**src/rtl/vram_slot_scheduler.sv**
```systemverilog
// Arbitrates free VRAM slots among CPU write, CPU read and the command engine.
// Toggle req/ack handshakes; one registered grant per decision edge; starvation boost for commands.
module vram_slot_scheduler #(
  parameter int STARVE_LIMIT = 4,
  parameter int CNT_W        = 3
) (
  input  logic             CLK21M,
  input  logic             RESET,
  input  logic [1:0]       DOTSTATE,
  input  logic             slot_open,
  input  logic             cpu_wr_req,
  input  logic             cpu_rd_req,
  input  logic             cmd_active,
  input  logic             cmd_req,
  output logic             cpu_wr_ack,
  output logic             cpu_rd_ack,
  output logic             cmd_ack,
  output logic [1:0]       grant,
  output logic             grant_valid,
  output logic [CNT_W-1:0] cmd_wait_cnt,
  output logic             cmd_boosted
);

  typedef enum logic [1:0] {
    GNT_NONE = 2'b00,
    GNT_WR   = 2'b01,
    GNT_RD   = 2'b10,
    GNT_CMD  = 2'b11
  } grant_t;

  localparam logic [CNT_W-1:0] CNT_MAX   = '1;
  localparam logic [CNT_W-1:0] LIMIT_VAL = CNT_W'(STARVE_LIMIT);

  logic             wr_ack_reg, wr_ack_next;
  logic             rd_ack_reg, rd_ack_next;
  logic             cmd_ack_reg, cmd_ack_next;
  grant_t           grant_reg, grant_next;
  logic             grant_valid_reg, grant_valid_next;
  logic [CNT_W-1:0] cnt_reg, cnt_next;
  logic             boosted_reg, boosted_next;

  logic   decide;
  logic   pw, pr, pc;
  grant_t winner;

  assign decide = (DOTSTATE == 2'b10) && slot_open;
  assign pw     = cpu_wr_req ^ wr_ack_reg;
  assign pr     = cpu_rd_req ^ rd_ack_reg;
  // A stale toggle from an aborted command is masked while the engine is idle.
  assign pc     = cmd_active & (cmd_req ^ cmd_ack_reg);

  always_comb begin
    winner           = GNT_NONE;
    wr_ack_next      = wr_ack_reg;
    rd_ack_next      = rd_ack_reg;
    cmd_ack_next     = cmd_ack_reg;
    cnt_next         = cnt_reg;
    if (decide) begin
      if (pc && boosted_reg) winner = GNT_CMD;
      else if (pw)           winner = GNT_WR;
      else if (pr)           winner = GNT_RD;
      else if (pc)           winner = GNT_CMD;
    end
    case (winner)
      GNT_WR:  wr_ack_next  = ~wr_ack_reg;
      GNT_RD:  rd_ack_next  = ~rd_ack_reg;
      GNT_CMD: cmd_ack_next = ~cmd_ack_reg;
      default: ;
    endcase
    grant_next       = winner;
    grant_valid_next = (winner != GNT_NONE);
    // Counter tracks consecutive decision slots lost by a pending command.
    if (!cmd_active)
      cnt_next = '0;
    else if (decide) begin
      if (winner == GNT_CMD || !pc) cnt_next = '0;
      else if (cnt_reg != CNT_MAX)  cnt_next = cnt_reg + CNT_W'(1);
    end
    boosted_next = (cnt_next >= LIMIT_VAL);
  end

  always_ff @(posedge CLK21M or posedge RESET) begin
    if (RESET) begin
      wr_ack_reg      <= 1'b0;
      rd_ack_reg      <= 1'b0;
      cmd_ack_reg     <= 1'b0;
      grant_reg       <= GNT_NONE;
      grant_valid_reg <= 1'b0;
      cnt_reg         <= '0;
      boosted_reg     <= 1'b0;
    end else begin
      wr_ack_reg      <= wr_ack_next;
      rd_ack_reg      <= rd_ack_next;
      cmd_ack_reg     <= cmd_ack_next;
      grant_reg       <= grant_next;
      grant_valid_reg <= grant_valid_next;
      cnt_reg         <= cnt_next;
      boosted_reg     <= boosted_next;
    end
  end

  assign cpu_wr_ack   = wr_ack_reg;
  assign cpu_rd_ack   = rd_ack_reg;
  assign cmd_ack      = cmd_ack_reg;
  assign grant        = grant_reg;
  assign grant_valid  = grant_valid_reg;
  assign cmd_wait_cnt = cnt_reg;
  assign cmd_boosted  = boosted_reg;

endmodule
```
**config.mk**
```make
export PLATFORM = sky130hd
export DESIGN_NAME = vram_slot_scheduler
export DESIGN_NICKNAME = d
export VERILOG_FILES = /design/src/rtl/vram_slot_scheduler.sv
export SDC_FILE = /design/constraint.sdc
export NUM_CORES = 1
export LEC_CHECK = 0
export BUFFER_PORTS_ARGS = -buffer_cell sky130_fd_sc_hd__buf_2
export CAP_MARGIN = 15
export CORE_MARGIN = 3
export CORE_UTILIZATION = 25
export DETAILED_ROUTE_END_ITERATION = 10
export HOLD_SLACK_MARGIN = 0.15
export SYNTH_ARGS = -nofsm -noshare
export SYNTH_HDL_FRONTEND = slang
export SYNTH_SLANG_ARGS = --single-unit
```
**constraint.sdc**
```tcl
create_clock -name CLK21M -period 3 [get_ports CLK21M]
set_clock_uncertainty 0.05 [all_clocks]
set_input_delay 0.3 -clock CLK21M [delete_from_list [all_inputs] [get_ports CLK21M]]
set_output_delay 0.3 -clock CLK21M [all_outputs]
set_load 0.01 [all_outputs]
```
==> qor.yml <==
detailed_routing:
  wire_per_inst_um: 10.8
  wl_met1_um: 488
  drc_errors: 0
  met2WireLength_um: 446
  route.final.wire_length_um: 1040
  avgViaCountPerCell: 4.65
  routed.top_layer: "met3"
  met3_length_um: 101
  postRouteAntennaNets: 0
  dr_total_vias: 446
  first_pass_iters: 4
  drt_iter0_markers: 4
sta:
  setup_violations: 0
  slew_viol_final: 0
  slew_headroom_pct: 73.9
  rsz0062_at_grt: "no"
  whs_ps: 283
  worst_slack_ps: 1480
  fmax_mhz: 656
  fin_crit_ps: 1520
  worst_pin_slew_ps: 390
  setup_tns_ps: 0
  fin_crit_sh_pct: 50.8
  hold_viol: 0
worst_setup_path:
  max_stage_delay_ps: 440
  worst_ep_arrival_time_ps: 1620
  required_ps: 3090
  endpoint_kind: "register"
  startpoint_type: "register"
  slowest_stage: "dfrtp_1"
  path_buf_inv: 0
  criticalPathCategory: "register to register"
  cp_cell_sequence: "xor2_1, a311oi_1, mux2_2"
  cp_top_family: "flip-flops"
  crit_path_max_fanout: 6
flow_run:
  max-cap-violations: 0
grt:
  antenna_found_initial: 0
  first_global_vias: 414
  grt_pass1_wl_um: 1750
  grt_max_degree: 12
  grt_util_all_layers_pct: 9.26
  gr-total-overflow: 0
synth:
  synth.net_count: 61
  synth-seq-cells: 9
  synth_area_um2: 515
  postSynthCellCount: 51
  synth_seq_area_share_pct: 43.7
  synth_area_leaders: "dfrtp_1, o211ai_1, xnor2_1, xor2_1, mux2_2"
  synth_area_leader_cell: "dfrtp_1"
  synth_top_area_share_pct: 43.7
  syn-mean-instance-area_um2: 10.1
  yosys_warnings: 0
  synth.distinct_cells: 24
floorplan:
  ios: 19
  start_util_pct: 28.0
  die_w_um: 51.4
  fp-row-count: 15
  dieArea_um2: 2640
  die_height_um: 51.4
  core_area_um2: 1840
clock_tree:
  cts_buffers: 3
  clk_latency_ps: 250
  clockBufferDepth: 2
  ctsRootBufferMaster: "clkbuf_4"
  cts_tree: "yes"
  htree_levels: 1
  clkTransAtPathRegs_ps: 60
  ctsResizeCount: 0
  clock_sinks: 9
pwr:
  irDropWorstVdd_mv: 0.215
  total_power_uw: 321
  leakage_uw: 0.000308
  powerDensity_nw_per_um2: 488
finish:
  insertedDiodeCount: 0
  layout_commonest_cell: "buf_2"
  final_cell_mix: "buf_2, dfrtp_1, o211ai_1, nand2_1"
  layout.nets: 82
  drive_gt1_share_pct: 32.4
  area_growth_pct: 27.4
placed_design:
  pre_cts_slack_ps: 1360
  portBuffers: 18
  gp_congestion: 0.711
  dp_hpwl_um: 846
status:
  status: "finished, final reports clean"
hold_path:
  hold_class: "primary input to register"
power breakdown:
part	total [uW]	switching [uW]	leakage (uW)	internal (uW)
clock	89.0	38.1	0.0000150	51.0
sequential	145	11.9	0.000115	133
combinational	86.5	46.8	0.000178	39.7
routing by layer:
| metal | GRT usage [%] | vias to the layer above |
|---|---|---|
| met5 | 0 | - |
| met4 | 2.62 | 0 |
| met3 | 5.25 | 0 |
| met2 | 12.9 | 17 |
| met1 | 12.1 | 197 |
| li1 | - | 232 |
final timing paths:
kind                                 start  cells after the start               to  slack [ps]
max in group asynchronous            RESET                      3         grant[0]        2160
max                                cmd_ack                      3       cpu_rd_ack        1480
max reg2reg                        cmd_ack                      3       cpu_rd_ack        1480
min in group asynchronous            RESET                      3       cpu_wr_ack         500
min reg2reg                cmd_wait_cnt[1]                      2  cmd_wait_cnt[1]         540
min                             cpu_wr_req                      2       cpu_wr_ack         280
worst reg2reg max path: cells and delay by family, from the launching register on:
| family | cells | cell delay, ps |
|---|---|---|
| xor+xnor | 1 | 240 |
| mux | 1 | 370 |
| compound gates | 1 | 320 |
| flops | 1 | 440 |
repair_timing:
action                                 in CTS  in global routing
endpoints found under the hold margin       9                  0
setup endpoints to repair                   0                  0
hold buffers                                1                  0
setup buffers                               0                  0
cell usage after synthesis:
library cell  n
o2111ai_1     1
o21ai_0       2
or4_1         1
and3b_1       1
inv_1         3
buf_4         1
and2_1        1
nand3b_1      2
mux2_2        2
or3_1         1
o32ai_1       1
a21oi_1       3
o31ai_1       1
xor2_1        3
xnor2_1       3
o211ai_1      4
a22oi_1       2
dfrtp_1       9
clkbuf_1      1
a31oi_1       2
nand2_1       4
clkbuf_2      1
a311oi_1      1
ha_1          1
final cells by class:
class / instances / area, um^2
fill: 200 / 1180
multi-input combinational: 36 / 263
sequential: 9 / 225
timing repair buffer: 19 / 100
tap: 25 / 31.3
clock buffer: 4 / 26.3
inverter: 3 / 11.3
logic make-up after synthesis:
logic type	after synthesis	share of synthesized area [%]
buffers and inverters	6	5.34
muxes	2	4.37
DFF	9	43.7
AOI/OAI and AO/OA	17	22.6
adders and majority gates	1	2.43
and+or+nand+nor	10	11.4
xor gates and xnor gates	6	10.2
per-stage QoR:
step | utilization, % | cells | instance area (um^2)
after floorplan | - | 51 | 515
after global placement | 33.7 | 91 | 621
after detailed placement | 33.7 | 91 | 621
after CTS | 35.7 | 96 | 657
after global routing | 35.7 | 96 | 657
final | 35.7 | 96 | 657
Power figures use the tool's default switching activity.
